File: src/rtl/vga_reg_arbiter.sv
// Round-robin arbiter sharing the VGA text controller register port
// between two masters. Each granted access produces a one-cycle
// chip-select strobe. The arbiter then waits for ready (or a timeout)
// and returns a one-cycle acknowledge to the master that was granted.
module vga_reg_arbiter #(
  parameter int TIMEOUT_CYC = 1023
) (
  input  logic        i_clk,
  input  logic        i_rst,
  input  logic        i_req0,
  input  logic [7:0]  i_cmd0,
  input  logic [7:0]  i_data0,
  input  logic [10:0] i_cur0,
  input  logic        i_rlwh0,
  output logic        o_ack0,
  output logic        o_err0,
  input  logic        i_req1,
  input  logic [7:0]  i_cmd1,
  input  logic [7:0]  i_data1,
  input  logic [10:0] i_cur1,
  input  logic        i_rlwh1,
  output logic        o_ack1,
  output logic        o_err1,
  output logic [7:0]  o_rdata,
  output logic [7:0]  o_cmd,
  output logic [7:0]  o_port,
  output logic [10:0] o_cursor_adr,
  output logic        o_cs_h,
  output logic        o_rl_wh,
  input  logic        i_ready_h,
  input  logic [7:0]  i_port_rd
);

  // When the timeout is disabled the counter still needs at least one bit.
  localparam int CNT_W = (TIMEOUT_CYC > 0) ? $clog2(TIMEOUT_CYC + 1) : 1;
  localparam logic [CNT_W-1:0] CNT_LAST = CNT_W'((TIMEOUT_CYC > 0) ? TIMEOUT_CYC - 1 : 0);
  localparam logic [CNT_W-1:0] CNT_MAX  = '1;

  typedef enum logic [1:0] {S_IDLE, S_STROBE, S_WAIT, S_ACK} state_t;

  state_t           r_state;
  state_t           w_next;
  logic             r_last;
  logic             r_sel;
  logic [CNT_W-1:0] r_cnt;
  logic             r_ack0, r_ack1, r_err0, r_err1, r_cs;
  logic [7:0]       r_rdata, r_cmd, r_port;
  logic [10:0]      r_cur;
  logic             r_rlwh;
  logic             w_grant;
  logic             w_gsel;
  logic             w_timeout;

  // Grant selection: a tie goes to the requester that was not served last.
  always_comb begin
    w_grant   = i_req0 | i_req1;
    w_gsel    = (i_req0 & i_req1) ? ~r_last : i_req1;
    w_timeout = (TIMEOUT_CYC != 0) && (r_cnt == CNT_LAST);
  end

  // State register.
  always_ff @(posedge i_clk) begin
    if (i_rst) r_state <= S_IDLE;
    else       r_state <= w_next;
  end

  // Next-state decode.
  always_comb begin
    w_next = r_state;
    case (r_state)
      S_IDLE:   if (w_grant) w_next = S_STROBE;
      S_STROBE: w_next = S_WAIT;
      S_WAIT:   if (i_ready_h || w_timeout) w_next = S_ACK;
      S_ACK:    w_next = S_IDLE;
      default:  w_next = S_IDLE;
    endcase
  end

  // Latch the granted access, drive the strobe, count the wait and
  // produce the acknowledge pulses.
  always_ff @(posedge i_clk) begin
    if (i_rst) begin
      r_last  <= 1'b1;
      r_sel   <= 1'b0;
      r_cnt   <= '0;
      r_ack0  <= 1'b0;
      r_ack1  <= 1'b0;
      r_err0  <= 1'b0;
      r_err1  <= 1'b0;
      r_cs    <= 1'b0;
      r_rdata <= '0;
      r_cmd   <= '0;
      r_port  <= '0;
      r_cur   <= '0;
      r_rlwh  <= 1'b0;
    end else begin
      r_ack0 <= 1'b0;
      r_ack1 <= 1'b0;
      r_err0 <= 1'b0;
      r_err1 <= 1'b0;
      r_cs   <= 1'b0;
      case (r_state)
        S_IDLE: begin
          if (w_grant) begin
            r_sel  <= w_gsel;
            r_cmd  <= w_gsel ? i_cmd1  : i_cmd0;
            r_port <= w_gsel ? i_data1 : i_data0;
            r_cur  <= w_gsel ? i_cur1  : i_cur0;
            r_rlwh <= w_gsel ? i_rlwh1 : i_rlwh0;
            r_cs   <= 1'b1;
          end
        end
        S_STROBE: r_cnt <= '0;
        S_WAIT: begin
          if (i_ready_h) begin
            r_rdata <= i_port_rd;
            r_ack0  <= ~r_sel;
            r_ack1  <= r_sel;
          end else if (w_timeout) begin
            r_ack0 <= ~r_sel;
            r_ack1 <= r_sel;
            r_err0 <= ~r_sel;
            r_err1 <= r_sel;
          end else if (r_cnt != CNT_MAX) begin
            r_cnt <= r_cnt + CNT_W'(1);
          end
        end
        S_ACK: r_last <= r_sel;
        default: ;
      endcase
    end
  end

  assign o_ack0       = r_ack0;
  assign o_ack1       = r_ack1;
  assign o_err0       = r_err0;
  assign o_err1       = r_err1;
  assign o_rdata      = r_rdata;
  assign o_cmd        = r_cmd;
  assign o_port       = r_port;
  assign o_cursor_adr = r_cur;
  assign o_cs_h       = r_cs;
  assign o_rl_wh      = r_rlwh;

endmodule

File: config.mk
export PLATFORM = sky130hd
export DESIGN_NAME = vga_reg_arbiter
export DESIGN_NICKNAME = d
export VERILOG_FILES = /design/src/rtl/vga_reg_arbiter.sv
export SDC_FILE = /design/constraint.sdc
export NUM_CORES = 1
export LEC_CHECK = 0
export BUFFER_PORTS_ARGS = -buffer_cell sky130_fd_sc_hd__buf_2
export CORE_ASPECT_RATIO = 0.5
export CORE_MARGIN = 8
export CORE_UTILIZATION = 43
export DETAILED_ROUTE_END_ITERATION = 10
export GPL_TIMING_DRIVEN = 0
export PLACE_DENSITY = 0.76
export SKIP_LAST_GASP = 1
export SLEW_MARGIN = 20
export SYNTH_ARGS = -nofsm -noshare
export SYNTH_HDL_FRONTEND = slang
export SYNTH_SLANG_ARGS = --single-unit
export TNS_END_PERCENT = 100
File: constraint.sdc
create_clock -name i_clk -period 1.9 [get_ports i_clk]
set_clock_uncertainty 0.15 [all_clocks]
set_input_delay 0.285 -clock i_clk [delete_from_list [all_inputs] [get_ports i_clk]]
set_output_delay 0.285 -clock i_clk [all_outputs]
set_load 0.05 [all_outputs]
# [After elaboration in Yosys (flattened, before gate mapping)]
# Cells that the tools add are included.
[word_totals] register_bits=55 latchBits=0 ramBits=0 mem_bits_ro=0 input_bits=69 output_inout_bits=41 wordCells=58 memories=0
[op_classes] add_sub_neg=1 mul=0 n_div=0 magnitude_cmp=0 n_eq_ne=10 n_shift=0 n_mux=17 bitwise=6 reduce_logical=10
[op_table] operator="10-bit two-way mux" count=3
[op_table] operator="10-bit one-hot mux with 2 select lines" count=1
[op_table] operator="8-bit two-way mux" count=2
[op_table] operator="11-bit two-way mux" count=1
[op_table] operator="10-bit by 1-bit adder with 10-bit output (second input constant)" count=1
[op_table] operator="10-bit == test (second input constant)" count=1
[op_table] operator="10-bit != test (second input constant)" count=1
[op_table] operator="2-bit != test (second input constant)" count=5
[op_table] operator="2-bit one-hot mux with 4 select lines" count=1
[op_table] operator="1-bit two-way mux" count=7
[op_table] operator="2-bit AND reduction" count=3
[op_table] operator="2-bit == test (second input constant)" count=2
[op_table] operator="2-bit two-way mux" count=2
[op_table] operator="1-bit NOT" count=4
[op_table] operator="4-bit AND reduction" count=1
[op_table] operator="2-bit OR reduction" count=2
[op_table] operator="3-bit OR reduction" count=1
[op_table] operator="2-bit by 1-bit == test with 1-bit output (second input constant)" count=1
[op_table] operator="2-bit zero test" count=1
[op_table] operator="2-bit nonzero test" count=1
[op_table] operator="1-bit AND" count=1
[op_table] operator="1-bit logical OR" count=1
[op_table] operator="1-bit bitwise OR" count=1

# [Depth between registers and ports, before layout]
# Gate-level depths: netlist of run 1.
[logic_depth] ltp_word=5 mapped_depth=8

# [Worst setup path before layout of run 1]
# No wires, ideal clock.
[synth_timing] path_type="register to register" startpoint="reg r_cnt[0]" endpoint="reg r_cnt[3]" setup_time_ns=0.071 arrival_ns=1.618 t_required_ns=1.679 setup_slack_ns=0.061 stages_incl_launch_ff=7 path_buffers=0 cell_sequence="dfxtp_1 -> inv_1 -> ha_1 -> nor2_1 -> o31ai_4 -> or3_2 -> a21oi_1"
[synth_via] elab_chain_len=5
[synth_rtl] item="start, declared" line="45" rtl="logic [CNT_W-1:0] r_cnt;"
[synth_rtl] item="start signal, assigned" line="125" rtl="r_cnt <= r_cnt + CNT_W'(1);"
[synth_rtl] item="10-bit by 1-bit adder with 10-bit output" line="125"
[synth_rtl] item="10-bit two-way mux" line="124" rtl="end else if (r_cnt != CNT_MAX) begin"
[synth_rtl] item="10-bit two-way mux" line="119" rtl="end else if (w_timeout) begin"
[synth_rtl] item="10-bit two-way mux" line="115" rtl="if (i_ready_h) begin"
[synth_rtl] item="10-bit one-hot mux with 2 select lines" line="102" rtl="case (r_state)"
# Several ways; a longest one is shown, not always the timed one. The select of a mux whose other input is x is not followed.
# A chain may end at the register's enable or synchronous reset.

# [Worst setup path in the final report of run 1]
[layout_timing] startpoint="reg r_state[0]" endpoint="reg r_cnt[9]"
[layout_via] elab_chain_len=3
[layout_rtl] item="start, declared" line="41" rtl="state_t r_state;"
[layout_rtl] item="start signal, assigned" line="64" rtl="else r_state <= w_next;"
[layout_rtl] item="2-bit == test or 2-bit by 1-bit == test with 1-bit output (tied branches)" line="102"
[layout_rtl] item="2-bit != test (no line) or 2-bit nonzero test (tied branches)"
[layout_rtl] item="4-bit AND reduction (no line)"
# Several ways; a longest one is shown, not always the timed one.

==> summary.md, run 1 <==
| Metric | Value |
|---|---|
| Fin crit period | `1.898 ns` |
| Final Net Count | `472` |
| Area Growth Syn to Fin | `37.08%` |
| Post-DRT Antenna Nets | `0` |
| First DRT Iteration DRCs | `251` |
| Drt drc | `0` |
| HP Class | `primary input to flop` |
| Core area | `5906 sq um` |
| Initial antenna violation count | `0` |
| CTS tree | `yes` |
| Synth Area in Compound Gates | `0.1871` |
| Final Wtd Congestion | `0.9264` |
| Area contributors post-synth | `dfxtp_1, mux2i_1, a211oi_1, nor2_1, ha_1` |
| Post-synth top area share | `0.4299` |
| Rel. slew slack | `0.6168` |
| Antenna cells | `0` |
| Reg clk slew, reported paths | `0.07 ns` |
| Post-synth top cells | `dfxtp_1, nor2_1, a211oi_1` |
| Sink Count | `55` |
| FF-to-FF setup slack | `0.002 ns` |
| Vias in the first global route | `2482` |
| H-tree depth | `2` |
| WP data required | `1.91 ns` |
| Ports | `110` |
| CP arrival | `1.91 ns` |
| First-pass GRT wire length | `around 13 mm` |
| Row Count | `20` |
| RR Endpoint | `r_cnt[9]` |
| Fmax | `526.9 MHz` |
| Crit. End Element | `flop` |
| Most numerous cell in the Yosys netlist | `dfxtp_1` |
| Post-Synth Simple-Gate Area | `0.1734` |
| Final Cell Area | `3511 sq um` |
| Peak VDD IR | `0.7964 mV` |
| Worst Reg2Reg Path Length in Cells | `8` |
| Status | `finished, final reports clean` |
| Ys flop type | `dfxtp_1` |
| Worst-case clock buffer depth | `2` |
| Drt pass-1 iters | `4` |
| P_int | `2.680 mW` |
| Crit Path Class | `flop to flop` |
| Routed vias | `2519` |
| Worst setup SP type | `flop` |
| Starting Density | `0.4337` |
| FFs w/ async S/R, synth | `0` |
| Later-pin clock latency in the skew report | `between 0.2 and 0.3 ns` |
| Yosys top cell by area | `dfxtp_1` |
| DIE AREA | `between 8000 and 9000 sq um` |
| Overall global routing resource usage | `0.1771` |
| Multiplexer share of the synthesized area | `0.1177` |
| Final WL | `7.941 mm` |
| Synth Area in XOR/XNOR | `0` |
| DP HPWL | `6.280 mm` |
| Sw Ratio | `0.4458` |
| Crit path launch | `r_state[0]` |
| EDFF count, synth | `0` |
| Routed len/inst | `16.75 um` |
| Fin crit share | `0.9990` |
| Num CTS Buffers | `5` |
| Critical Path Fanout Max | `8` |
| RR Startpoint | `r_state[0]` |
| Flops & latches, synth | `55` |
| Vias per inst | `5.314` |
| Slew at the pin closest to its max-slew limit | `0.5748 ns` |
| Worst hold path depth | `3` |
| Register area | `roughly 1100 sq um` |
| Share of cells above drive strength 1 | `0.4030` |
| Pin count of the biggest net entering global routing | `16` |
| Grt ovf | `0` |
| Power per cell area | `1377 nW/um^2` |
| Fin. Hold Viols | `0` |
| Endpoints failing setup | `0` |
| Die width | `125.1 um` |
| Max-slew violation count | `0` |
| Max cap viols | `0` |
| Sequential share of power | `0.322` |
| DP Area | `approximately 3200 sq um` |
| CTS root buf | `clkbuf_16` |
| Filler Cells Inserted | `520` |
| Finished Core Util | `0.5945` |
| Die Span Y | `about 71 um` |
| Syn. warnings | `0` |
| Post-Syn Area per Cell | `9.347 sq um` |
| Largest family of logic cells by synthesized area | `compound AO/OA/AOI/OAI gates` |
| Gate power share | `0.480` |
| Sw power | `2.156 mW` |
| Critical path endpoint | `r_cnt[9]` |
| Port bufs | `108` |
| Adder-Cell Fraction of Synth Area | `0.03420` |
| Footprint of the multi-input gates | `1394 sq um` |
| Clk network pwr share | `0.198` |
| RSZ-0062 raised after global routing | `yes` |
| Mapped Area | `about 2600 sq um` |
| Unique masters post-synth | `between 40 and 50` |
| Mapped Cells | `274` |
| Syn nets | `350` |
| Register area share after synthesis | `0.4299` |
| Leak | `around 1.5 nW` |
==> per-layer routing <==
| layer | share of wire | global-route usage | routed length (um) | up-vias |
|---|---|---|---|---|
| li1 | - | - | - | 1240 |
| met1 | 0.48 | 0.2376 | 3822 | 1171 |
| met2 | 0.43 | 0.2630 | 3420 | 101 |
| met3 | 0.078 | 0.06072 | 617 | 7 |
| met4 | 0.010 | 0.05080 | 80 | 0 |
| met5 | 0 | 0 | 0 | - |
==> flip-flops by register name, indices dropped and copies added (netlist names) <==
name	count
o_err0	1
o_ack0	1
o_cmd	8
r_last	1
o_ack1	1
r_cnt	10
o_err1	1
o_rl_wh	1
o_rdata	8
r_state	2
o_port	8
o_cs_h	1
r_sel	1
o_cursor_adr	11
==> cells by family (layout without fill, tap and decap cells) <==
| logic type | Yosys count | in the layout |
|---|---|---|
| adders and majority gates | 7 | 7 |
| DFF | 55 | 55 |
| AOI/OAI and AO/OA | 65 | 65 |
| muxes | 30 | 30 |
| buffers and inverters | 26 | 149 |
| and+or+nand+nor | 91 | 91 |
==> placed cells by master (no fill, tap or decap), drive strengths merged, types with 2 or more instances in the layout <==
cell     netlist  routed
mux2i         29      29
and3           2       2
buf           11     125
nand4          2       2
a211oi        32      32
a22oi          2       2
clkbuf         8      17
a221oi         2       2
a21oi         14      14
nand3b         3       3
inv            7       7
ha             7       7
nand2b         5       5
nor2          41      41
o2111ai        2       2
nor2b          2       2
dfxtp         55      55
nand2         15      15
or3            3       3
nand3         12      12
o211ai         2       2
a311oi         2       2
nor3           2       2
==> worst min-delay path by stage <==
stage                            start         end  slack [ns]
after floorplan              i_ready_h      o_ack1        0.28
after global placement      o_rdata[2]  o_rdata[2]        0.29
after detailed placement    o_rdata[1]  o_rdata[1]        0.30
after CTS                 i_port_rd[2]  o_rdata[2]        0.08
after global routing      i_port_rd[3]  o_rdata[3]         0.1
final                     i_port_rd[2]  o_rdata[2]        0.09
==> power groups by stage <==
| stage | registers (mW) | logic (mW) | clock network (mW) |
|---|---|---|---|
| finish | 1.56 | 2.32 | 0.957 |
| floorplan | 2.35 | 0.840 | 0 |
| global route | 1.59 | 2.46 | 1.04 |
| detailed placement | 1.57 | 2.19 | 0 |
| CTS | 1.55 | 2.22 | 0.977 |
| global placement | 1.56 | 2.14 | 0 |
==> critical path, cell delays in order, from the launching register on <==
cell and delay [ns]:
dfxtp_2 0.34, inv_2 0.07, ha_2 0.18, buf_8 0.11, and2b_1 0.13, buf_6 0.11, o31ai_4 0.13, o41ai_1 0.40
a311oi_1 0.14
==> metrics by stage <==
step / power, mW / cells / setup WS, ns / setup TNS [ns] / hold slack (ns)
after detailed placement: 3.759 / 459 / -0.1210 / -1.470 / 0.2978
after CTS: 4.749 / 469 / -0.01715 / -0.01715 / 0.08478
after global routing: 5.085 / 474 / -0.08256 / -0.2729 / 0.09813
after global placement: 3.701 / 459 / -0.07752 / -0.6228 / 0.2906
after floorplan: 3.186 / 274 / 0.06131 / 0 / 0.2780
final: 4.835 / 474 / 0.001939 / 0 / 0.08940
==> repair_timing <==
item,in CTS,in global routing
setup endpoints to repair,24,30
buffers inserted,2,5
pin swaps,1,5
hold buffers,0,0
gates resized for setup,11,21
==> final cells by class <==
| cell class | count | share of cell area |
|---|---|---|
| inverters | 7 | 0.007484 |
| flip-flops and latches | 55 | 0.3161 |
| clock buffers | 8 | 0.04455 |
| plain buffers | 19 | 0.03849 |
| well taps | 77 | 0.02744 |
| repair buffers | 115 | 0.1689 |
| multi-input cells | 193 | 0.3970 |
Note: power is estimated with default switching activity, not from simulation.
==> run 2: changes to the inputs <==
==> constraint.sdc (replaced) <==
create_clock -name i_clk -period 1.9 [get_ports i_clk]
set_clock_uncertainty 0.15 [all_clocks]
set_input_delay 0.19 -clock i_clk [delete_from_list [all_inputs] [get_ports i_clk]]
set_output_delay 0.19 -clock i_clk [all_outputs]
set_load 0.05 [all_outputs]
==> summary.md, run 2 (synthesized netlist as in run 1, its figures left out) <==
| Metric | Value |
|---|---|
| Port bufs | `between 100 and 150` |
| Leak | `1.547 nW` |
| Final WL | `7.960 mm` |
| Core area | `5906 sq um` |
| Max reg flops | `11` |
| Peak VDD IR | `0.7952 mV` |
| Crit. End Element | `flop` |
| Power per cell area | `1358 nW/um^2` |
| Worst setup SP type | `flop` |
| Register area | `1110 sq um` |
| Starting Density | `0.4337` |
| Die width | `125.1 um` |
| WHS Endpoint | `o_rdata[1]` |
| Fin crit share | `0.9951` |
| RSZ-0062 raised after global routing | `yes` |
| DP HPWL | `6.280 mm` |
| Max cap viols | `0` |
| DIE AREA | `around 8800 sq um` |
| Fin. Hold Viols | `0` |
| Initial antenna violation count | `0` |
| Num CTS Buffers | `5` |
| Drt pass-1 iters | `4` |
| Crit Path Class | `flop to flop` |
| Vias per inst | `about 5.3` |
| Slew at the pin closest to its max-slew limit | `0.5654 ns` |
| Most common cell after layout, fill and taps aside | `buf_2` |
| Endpoints failing setup | `0` |
| FF-to-FF setup slack | `0.009 ns` |
| Row Count | `20` |
| Status | `finished, final reports clean` |
| Minimum hold slack | `0.007921 ns` |
| Finished Layout Cells | `around 480` |
| Crit path launch | `r_state[0]` |
| Fmax | `~530 MHz` |
| Worst-case clock buffer depth | `2` |
| Worst hold path depth | `3` |
| Grt ovf | `0` |
| Filler Cells Inserted | `514` |
| Routed len/inst | `16.62 um` |
| First DRT Iteration DRCs | `between 200 and 250` |
| Footprint of the multi-input gates | `approximately 1400 sq um` |
| Max-slew violation count | `0` |
| Hold path startpoint | `i_port_rd[1]` |
| Sink Count | `55` |
| Commonest cells after routing, fill and taps aside | `buf_2, dfxtp_1, nor2_1` |
| Ports | `110` |
| Post-DRT Antenna Nets | `0` |
| Pwr Total | `4.836 mW` |
| Routed vias | `2539` |
| CP arrival | `1.91 ns` |
| Antenna cells | `0` |
| CTS tree | `yes` |
| CTS root buf | `clkbuf_16` |
| Pin count of the biggest net entering global routing | `16` |
| Later-pin clock latency in the skew report | `between 0.2 and 0.3 ns` |
| First-pass GRT wire length | `12.72 mm` |
| Die Span Y | `70.57 um` |
| RR Startpoint | `r_state[0]` |
| RR Endpoint | `r_cnt[9]` |
| Final Wtd Congestion | `0.9264` |
| Share of cells above drive strength 1 | `0.3980` |
| Final Net Count | `477` |
| H-tree depth | `2` |
| Placed cell count | `459` |
| Critical Path Fanout Max | `8` |
| Drt drc | `0` |
| Worst Reg2Reg Path Length in Cells | `8` |
| Reg clk slew, reported paths | `0.06 ns` |
| Vias in the first global route | `2502` |
| WP data required | `approximately 1.9 ns` |
| Overall global routing resource usage | `0.1784` |
| Fin crit period | `around 1.9 ns` |
| Area Growth Syn to Fin | `39.03%` |
| HP Class | `primary input to flop` |
| Rel. slew slack | `0.6231` |
==> run 2: how the worst max path moves through the flow <==
| stage | slack (ns) | depth (start not counted) | endpoint |
|---|---|---|---|
| 2_1_floorplan | 0.06 | 6 | r_cnt[3] |
| 3_3_place_gp | -0.08 | 6 | r_cnt[3] |
| 3_5_place_dp | -0.12 | 6 | r_cnt[3] |
| 4_1_cts | -0.02 | 8 | r_cnt[3] |
| 5_1_grt | -0.08 | 9 | r_cnt[6] |
| 6_report | 0.009 | 8 | r_cnt[9] |
==> run 2: final cells by class <==
class                   instances  area share
multi-input cells             193      0.3914
well taps                      77     0.02706
flip-flops and latches         55      0.3117
repair buffers                120      0.1806
clock buffers                   8     0.04392
inverters                       7    0.007379
plain buffers                  19     0.03795
==> run 2: metal layers <==
layer	GRT usage	routed length [um]	up-vias
li1	-	-	1248
met1	0.2377	3690	1172
met2	0.2678	3450	110
met3	0.06072	729	9
met4	0.05080	90	0
met5	0	0	-
==> run 2: critical path: stages, from the launching register on <==
cell,delay [ns]
dfxtp_2,0.34
inv_2,0.07
ha_2,0.18
buf_8,0.11
and2b_1,0.13
buf_6,0.11
o31ai_4,0.12
o41ai_1,0.40
a311oi_1,0.14
==> run 2: metrics by stage <==
stage	instance area [sq um]	util	setup TNS (ns)	setup slack (ns)
after floorplan	2561	-	0	0.06131
after global placement	3198	0.5415	-0.6228	-0.07752
after detailed placement	3198	0.5415	-1.470	-0.1210
after CTS	3450	0.5841	-0.01715	-0.01715
after global routing	3561	0.6030	-0.2729	-0.08256
final	3561	0.6030	0	0.009305
==> run 2: repair_timing <==
item,CTS,global route
endpoints found under the hold margin,5,0
hold buffers,5,0
resized for setup,11,21
setup buffers,2,5
pin swaps,1,5
endpoints found under the setup margin,24,30
==> run 2: power breakdown <==
part           switching (mW)  leakage [nW]  internal (mW)  total, mW
Combinational            1.61          1.02          0.708       2.32
Sequential              0.141         0.454           1.42       1.56
Clock                   0.395        0.0772          0.562      0.957
Total                    2.15          1.55           2.69       4.84
